$ cat src/rtl/out_scan_if.sv
// Bus between the processor-side write port, the display-side scan outputs
// and the scan controller.
// Handshake: none; every signal is sampled on the rising clock edge,
// writes are fire-and-forget and scan_start is a 1-cycle strobe.
interface out_scan_if #(
   parameter int DATA_W = 16
);
   logic              wr_en1;
   logic              wr_en2;
   logic [2:0]        wr_sel;
   logic [DATA_W-1:0] wr_val1;
   logic [DATA_W-1:0] wr_val2;
   logic              clear;
   logic              hold;
   logic [2:0]        scan_sel;
   logic [DATA_W-1:0] scan_val1;
   logic [DATA_W-1:0] scan_val2;
   logic              scan_show1;
   logic              scan_show2;
   logic              scan_start;
   logic              dbg_state;

   modport master (
      output wr_en1, wr_en2, wr_sel, wr_val1, wr_val2, clear, hold,
      input  scan_sel, scan_val1, scan_val2, scan_show1, scan_show2, scan_start,
      input  dbg_state
   );

   modport slave (
      input  wr_en1, wr_en2, wr_sel, wr_val1, wr_val2, clear, hold,
      output scan_sel, scan_val1, scan_val2, scan_show1, scan_show2, scan_start,
      output dbg_state
   );
endinterface

$ cat src/rtl/out_scan_ctrl.sv
// 8-slot output table with a registered display scan: one slot is presented
// for DWELL cycles, with same-cycle writes forwarded to the displayed slot.
module out_scan_ctrl #(
   parameter int DATA_W     = 16,
   parameter int DWELL      = 16,
   parameter bit SKIP_EMPTY = 1'b0
) (
   input logic        clock,
   input logic        reset,
   out_scan_if.slave  bus
);
   localparam int CNT_W = (DWELL > 2) ? $clog2(DWELL) : 1;
   localparam logic [CNT_W-1:0] CNT_LAST = CNT_W'(DWELL - 2);

   typedef enum logic {S_LOAD = 1'b0, S_DWELL = 1'b1} state_t;

   state_t            state, state_nxt;
   logic [2:0]        sel, sel_nxt;
   logic [CNT_W-1:0]  cnt, cnt_nxt;
   logic              start_nxt;

   logic [DATA_W-1:0] tbl_val1 [8];
   logic [DATA_W-1:0] tbl_val2 [8];
   logic [7:0]        tbl_show1;
   logic [7:0]        tbl_show2;

   logic [2:0]        disp_sel;
   logic              hit;
   logic [DATA_W-1:0] fwd_val1, fwd_val2;
   logic              fwd_show1, fwd_show2;
   logic [7:0]        occ;
   logic [2:0]        next_slot;
   logic [2:0]        idx;
   logic              found;

   // Later assignment wins, so a write overrides a same-cycle clear for its field.
   always_ff @(posedge clock or posedge reset) begin
      if (reset) begin
         for (int i = 0; i < 8; i++) begin
            tbl_val1[i] <= '0;
            tbl_val2[i] <= '0;
         end
         tbl_show1 <= '0;
         tbl_show2 <= '0;
      end else begin
         if (bus.clear) begin
            tbl_show1 <= '0;
            tbl_show2 <= '0;
         end
         if (bus.wr_en1) begin
            tbl_val1[bus.wr_sel]  <= bus.wr_val1;
            tbl_show1[bus.wr_sel] <= 1'b1;
         end
         if (bus.wr_en2) begin
            tbl_val2[bus.wr_sel]  <= bus.wr_val2;
            tbl_show2[bus.wr_sel] <= 1'b1;
         end
      end
   end

   // The slot the outputs will show after this edge, and its post-write contents.
   always_comb begin
      disp_sel  = (state == S_LOAD && !bus.hold) ? sel : bus.scan_sel;
      hit       = (bus.wr_sel == disp_sel);
      fwd_val1  = (bus.wr_en1 && hit) ? bus.wr_val1 : tbl_val1[disp_sel];
      fwd_val2  = (bus.wr_en2 && hit) ? bus.wr_val2 : tbl_val2[disp_sel];
      fwd_show1 = (bus.wr_en1 && hit) || (!bus.clear && tbl_show1[disp_sel]);
      fwd_show2 = (bus.wr_en2 && hit) || (!bus.clear && tbl_show2[disp_sel]);
   end

   // Circular search starting after sel; sel itself is the last candidate.
   always_comb begin
      occ       = tbl_show1 | tbl_show2;
      next_slot = sel + 3'd1;
      idx       = '0;
      found     = 1'b0;
      if (SKIP_EMPTY) begin
         for (int i = 1; i <= 8; i++) begin
            idx = sel + 3'(i);
            if (!found && occ[idx]) begin
               next_slot = idx;
               found     = 1'b1;
            end
         end
      end
   end

   always_ff @(posedge clock or posedge reset) begin
      if (reset) begin
         state <= S_LOAD;
         sel   <= '0;
         cnt   <= '0;
      end else begin
         state <= state_nxt;
         sel   <= sel_nxt;
         cnt   <= cnt_nxt;
      end
   end

   always_comb begin
      state_nxt = state;
      sel_nxt   = sel;
      cnt_nxt   = cnt;
      start_nxt = 1'b0;
      if (!bus.hold) begin
         case (state)
            S_LOAD: begin
               start_nxt = 1'b1;
               cnt_nxt   = '0;
               state_nxt = S_DWELL;
            end
            S_DWELL: begin
               cnt_nxt = cnt + 1'b1;
               if (cnt == CNT_LAST) begin
                  sel_nxt   = next_slot;
                  state_nxt = S_LOAD;
               end
            end
            default: state_nxt = S_LOAD;
         endcase
      end
   end

   always_ff @(posedge clock or posedge reset) begin
      if (reset) begin
         bus.scan_sel   <= '0;
         bus.scan_val1  <= '0;
         bus.scan_val2  <= '0;
         bus.scan_show1 <= 1'b0;
         bus.scan_show2 <= 1'b0;
         bus.scan_start <= 1'b0;
      end else begin
         bus.scan_sel   <= disp_sel;
         bus.scan_val1  <= fwd_val1;
         bus.scan_val2  <= fwd_val2;
         bus.scan_show1 <= fwd_show1;
         bus.scan_show2 <= fwd_show2;
         bus.scan_start <= start_nxt;
      end
   end

   assign bus.dbg_state = (state == S_DWELL);
endmodule

$ cat src/flat_wrapper.sv
// flat-port wrapper written by rule: the top's interface ports become plain ports
module out_scan_ctrl_flat 
#(
   parameter int DATA_W     = 16,
   parameter int DWELL      = 16,
   parameter bit SKIP_EMPTY = 1'b0
)
  (clock, reset, bus_wr_en1, bus_wr_en2, bus_wr_sel, bus_wr_val1, bus_wr_val2, bus_clear, bus_hold, bus_scan_sel, bus_scan_val1, bus_scan_val2, bus_scan_show1, bus_scan_show2, bus_scan_start, bus_dbg_state);
  out_scan_if #(.DATA_W(DATA_W)) bus_i ();
  input logic clock;
  input logic reset;
  input wire logic [$bits(bus_i.wr_en1)-1:0] bus_wr_en1;
  input wire logic [$bits(bus_i.wr_en2)-1:0] bus_wr_en2;
  input wire logic [$bits(bus_i.wr_sel)-1:0] bus_wr_sel;
  input wire logic [$bits(bus_i.wr_val1)-1:0] bus_wr_val1;
  input wire logic [$bits(bus_i.wr_val2)-1:0] bus_wr_val2;
  input wire logic [$bits(bus_i.clear)-1:0] bus_clear;
  input wire logic [$bits(bus_i.hold)-1:0] bus_hold;
  output wire logic [$bits(bus_i.scan_sel)-1:0] bus_scan_sel;
  output wire logic [$bits(bus_i.scan_val1)-1:0] bus_scan_val1;
  output wire logic [$bits(bus_i.scan_val2)-1:0] bus_scan_val2;
  output wire logic [$bits(bus_i.scan_show1)-1:0] bus_scan_show1;
  output wire logic [$bits(bus_i.scan_show2)-1:0] bus_scan_show2;
  output wire logic [$bits(bus_i.scan_start)-1:0] bus_scan_start;
  output wire logic [$bits(bus_i.dbg_state)-1:0] bus_dbg_state;
  assign bus_i.wr_en1 = bus_wr_en1;
  assign bus_i.wr_en2 = bus_wr_en2;
  assign bus_i.wr_sel = bus_wr_sel;
  assign bus_i.wr_val1 = bus_wr_val1;
  assign bus_i.wr_val2 = bus_wr_val2;
  assign bus_i.clear = bus_clear;
  assign bus_i.hold = bus_hold;
  assign bus_scan_sel = bus_i.scan_sel;
  assign bus_scan_val1 = bus_i.scan_val1;
  assign bus_scan_val2 = bus_i.scan_val2;
  assign bus_scan_show1 = bus_i.scan_show1;
  assign bus_scan_show2 = bus_i.scan_show2;
  assign bus_scan_start = bus_i.scan_start;
  assign bus_dbg_state = bus_i.dbg_state;
  out_scan_ctrl #(.DATA_W(DATA_W), .DWELL(DWELL), .SKIP_EMPTY(SKIP_EMPTY)) u_core (.clock(clock), .reset(reset), .bus(bus_i));
endmodule
$ cat config.mk
export PLATFORM = sky130hd
export DESIGN_NAME = out_scan_ctrl_flat
export DESIGN_NICKNAME = d
export VERILOG_FILES = /design/src/rtl/out_scan_if.sv /design/src/rtl/out_scan_ctrl.sv /design/src/flat_wrapper.sv
export SDC_FILE = /design/constraint.sdc
export NUM_CORES = 1
export LEC_CHECK = 0
export CAP_MARGIN = 20
export CELL_PAD_IN_SITES_DETAIL_PLACEMENT = 1
export CELL_PAD_IN_SITES_GLOBAL_PLACEMENT = 1
export CORE_MARGIN = 10
export CORE_UTILIZATION = 25
export CTS_CLUSTER_DIAMETER = 100
export DETAILED_ROUTE_END_ITERATION = 10
export HOLD_SLACK_MARGIN = 0.06
export PLACE_DENSITY = 0.5
export REMOVE_ABC_BUFFERS = 1
export SYNTH_ARGS = -nofsm -noshare
export SYNTH_HDL_FRONTEND = slang
export SYNTH_SLANG_ARGS = --single-unit
$ cat constraint.sdc
create_clock -name clock -period 33.2 [get_ports clock]
set_input_delay 9.96 -clock clock [delete_from_list [all_inputs] [get_ports clock]]
set_output_delay 9.96 -clock clock [all_outputs]
set_load 0.03 [all_outputs]
==> impl_metrics.env <==
export IMPL_setup_tns_final_ps=0
export IMPL_worstRegToRegCells=8
export IMPL_io_pins=80
export IMPL_critPathLaunch="bus_hold"
export IMPL_met2_length_um=20000
export IMPL_dieArea_um2=67600
export IMPL_critPathMaxStageDelay_ps=790
export IMPL_highest_layer="met5"
export IMPL_place_congestion=0.694
export IMPL_wl_met1_um=19900
export IMPL_hold_start="u_core.tbl_show2[4]"
export IMPL_grt_pass1_wl_um=65000
export IMPL_synth_cell_type_count=48
export IMPL_clkSlewWorstSetupHoldPaths_ps=60
export IMPL_wirelength_um=42200
export IMPL_syn2layout_area_growth_pct=20.0
export IMPL_fin_crit_sh_pct=41.3
export IMPL_critical_path_max_fanout=65
export IMPL_period_minus_slack_ps=13710
export IMPL_dominantRegCellSynth="dfrtp_1"
export IMPL_start_util_pct=25.4
export IMPL_cts_setup_buffers=0
export IMPL_post_cts_resized=0
export IMPL_skew_ps=14.4
export IMPL_die_x_um=260
export IMPL_min_path_cells=1
export IMPL_utilization_pct=30.5
export IMPL_dp_hpwl_um=22900
export IMPL_layout_nets=1161
export IMPL_rsz0062_at_grt="no"
export IMPL_fmax_ghz=0.0730
export IMPL_core_um2=56700
export IMPL_setup_viol=0
export IMPL_status="finished clean"
export IMPL_drive_gt1_share_pct=34.0
export IMPL_worst_path_most_repeated_cell="buf_4"
export IMPL_power_density_nw_per_um2=84.2
export IMPL_cts_sinks=318
export IMPL_syn_area_per_cell_um2=13.8
export IMPL_vdd_drop_max_mv=0.0389
export IMPL_numCtsBuffers=38
export IMPL_worstMarginPinSlew_ps=1040
export IMPL_drt_pass1_iter_count=4
export IMPL_htree_num_levels=2
export IMPL_synthCells=1047
export IMPL_hold_viol_final=0
export IMPL_synth_edff_count=0
export IMPL_drc=0
export IMPL_postRouteAntennaNets=0
export IMPL_power_leakage_nw=7.30
export IMPL_rows=87
export IMPL_vias_per_cell=4.76
export IMPL_r2r_end="u_core.bus.scan_val2[13]"
export IMPL_seq_area_frac_synth_pct=55.2
export IMPL_ys_top_cells_by_area="dfrtp_1, mux2_2, a211oi_1"
export IMPL_yosys_warnings=0
export IMPL_drt_iter0_drc=396
export IMPL_antenna_cells=0
export IMPL_reg2reg_slack_ps=29190
export IMPL_clk_latency_ps=540
export IMPL_relSlewSlack_pct=30.9
export IMPL_cpMaxStageDelayCell="buf_4"
export IMPL_endpoint_kind="flop"
export IMPL_wire_per_inst_um=22.2
export IMPL_crit_required_ps=33680
export IMPL_clockBufferDepth=3
export IMPL_critPathLaunchType="primary input"
export IMPL_cts_tree="built"
export IMPL_numPortBuffers=79
export IMPL_critPathArrivalTime_ps=14180
export IMPL_antenna_found_initial=3
export IMPL_grt_max_degree=135
export IMPL_maxCapViolations=0
export IMPL_ctsHoldBuffers=0
export IMPL_cts_root_buf="clkbuf_16"
export IMPL_design_area_um2=17300
export IMPL_die_h_um=260
export IMPL_synthArstFlopShare_pct=100
export IMPL_cp_cell_sequence="clkdlybuf4s50_1, or3b_2, buf_4, and2_4, inv_4, buf_4, mux2i_1, a2111oi_0, mux2_4"
export IMPL_grt_util_all_layers_pct=12.5
export IMPL_synth_area_um2=14400
export IMPL_worstSetupPathType="primary input to flop"
export IMPL_yosys_area_top_type_share_pct=55.2
export IMPL_synth_seq_cells=318
export IMPL_placed_area_um2=16100
export IMPL_hold_class="flop to flop"
export IMPL_grt_pass1_vias=10081
export IMPL_min_to="u_core.tbl_show2[4]"
export IMPL_met3_length_um=1460
export IMPL_r2r_start="u_core.bus.dbg_state"
export IMPL_synth_area_leader_cell="dfrtp_1"
export IMPL_vias=9032
export IMPL_slew_viol_final=0
export IMPL_overflow=0
-- final cells by class --
class / instances / area [um2]
Clock inverter: 5 / 53.8
Tap cell: 756 / 946
Inverter: 17 / 73.8
Multi-Input combinational cell: 636 / 6100
Fill cell: 5999 / 39400
Clock buffer: 60 / 1160
Sequential cell: 318 / 7960
Timing Repair Buffer: 106 / 993
-- cells in the mapped netlist, types with 2 or more instances --
library cell / n
a2111oi_0: 25
a2111oi_1: 7
a211oi_1: 96
a21o_1: 8
a21oi_1: 2
a22oi_1: 2
a31oi_1: 3
and3_1: 98
buf_1: 4
buf_2: 8
buf_4: 5
buf_6: 8
clkbuf_1: 51
dfrtp_1: 318
ha_1: 3
inv_1: 15
mux2_1: 4
mux2_2: 268
mux2_4: 18
mux2i_1: 33
mux4_1: 2
mux4_2: 2
nand2_1: 7
nand2b_1: 5
nand3_1: 5
nand4_1: 3
nand4_4: 2
nand4b_1: 2
nor2_1: 8
nor2b_1: 2
nor3_1: 3
nor4b_1: 2
o21ai_0: 12
xnor2_4: 2
-- power by group --
part	internal [mW]	switching [mW]	total (mW)
registers	0.487	0.0531	0.540
clock network	0.246	0.166	0.413
logic	0.231	0.271	0.502
total	0.964	0.490	1.45
-- stage by stage --
step           hold slack, ps  setup WS [ps]  cells  total power, mW
3_5_place_dp              460          18850   1833             1.06
2_1_floorplan             444          14440    971            0.863
4_1_cts                   473          19430   1898             1.48
3_3_place_gp              456          18920   1833             1.05
5_1_grt                   497          19120   1898             1.54
6_report                  472          19490   1898             1.45
-- logic make-up after synthesis --
kind of cell	synth area share, %
mux	26.3
buf+inv	3.06
fa+ha+maj	0.261
flops	55.2
compound gates	8.26
simple gates	6.22
xor+xnor	0.695
-- sequential cells by signal, indices dropped and copies added, names as in the netlist, 3 cells and up --
name	count
u_core.tbl_val2	128
u_core.sel	3
u_core.bus.scan_val1	16
u_core.tbl_show1	8
u_core.tbl_show2	8
u_core.bus.scan_val2	16
u_core.tbl_val1	128
u_core.cnt	4
u_core.bus.scan_sel	3
-- placed cells by master, fill, tap and decap left out, types with 2 or more instances in the layout --
cell and count:
a2111oi_0 25, a2111oi_1 7, a211oi_1 96, a21o_1 8, a21oi_1 2, a22oi_1 2, a31oi_4 3, and3_1 98
buf_4 27, clkbuf_1 13, clkbuf_16 41, clkbuf_8 6, clkdlybuf4s50_1 79, clkinv_2 3, dfrtp_1 318, ha_1 3
inv_1 14, mux2_1 4, mux2_2 268, mux2_4 18, mux2i_1 33, mux4_1 2, mux4_2 2, nand2_1 7
nand2b_1 5, nand3_1 5, nand4_1 3, nand4_4 2, nand4b_1 2, nor2_1 4, nor2_2 3, nor2b_1 2
nor3_2 2, nor4b_1 2, o21ai_0 12, xnor2_4 2
-- how the worst max path moves through the flow --
stage,end,depth (start not counted),slack [ps]
after floorplan,u_core.bus.dbg_state,1,14440
after global placement,u_core.bus.scan_val2[9],9,18920
after detailed placement,u_core.bus.scan_val2[9],9,18850
after CTS,u_core.bus.scan_val2[13],9,19430
after global routing,u_core.bus.scan_val1[5],9,19120
final,u_core.bus.scan_val2[13],9,19490
-- worst max-delay path, delay by kind of cell --
kind | cells | cell delay [ps]
compound gates | 1 | 470
simple gates | 2 | 950
mux | 2 | 380
buf+inv | 4 | 2370
-- routing by layer --
layer	track usage, %	up-vias
met5	0	-
met4	3.04	4
met3	2.14	57
met2	20.5	125
met1	16.7	4766
li1	-	4080
Note: power is estimated with default switching activity, not from simulation.
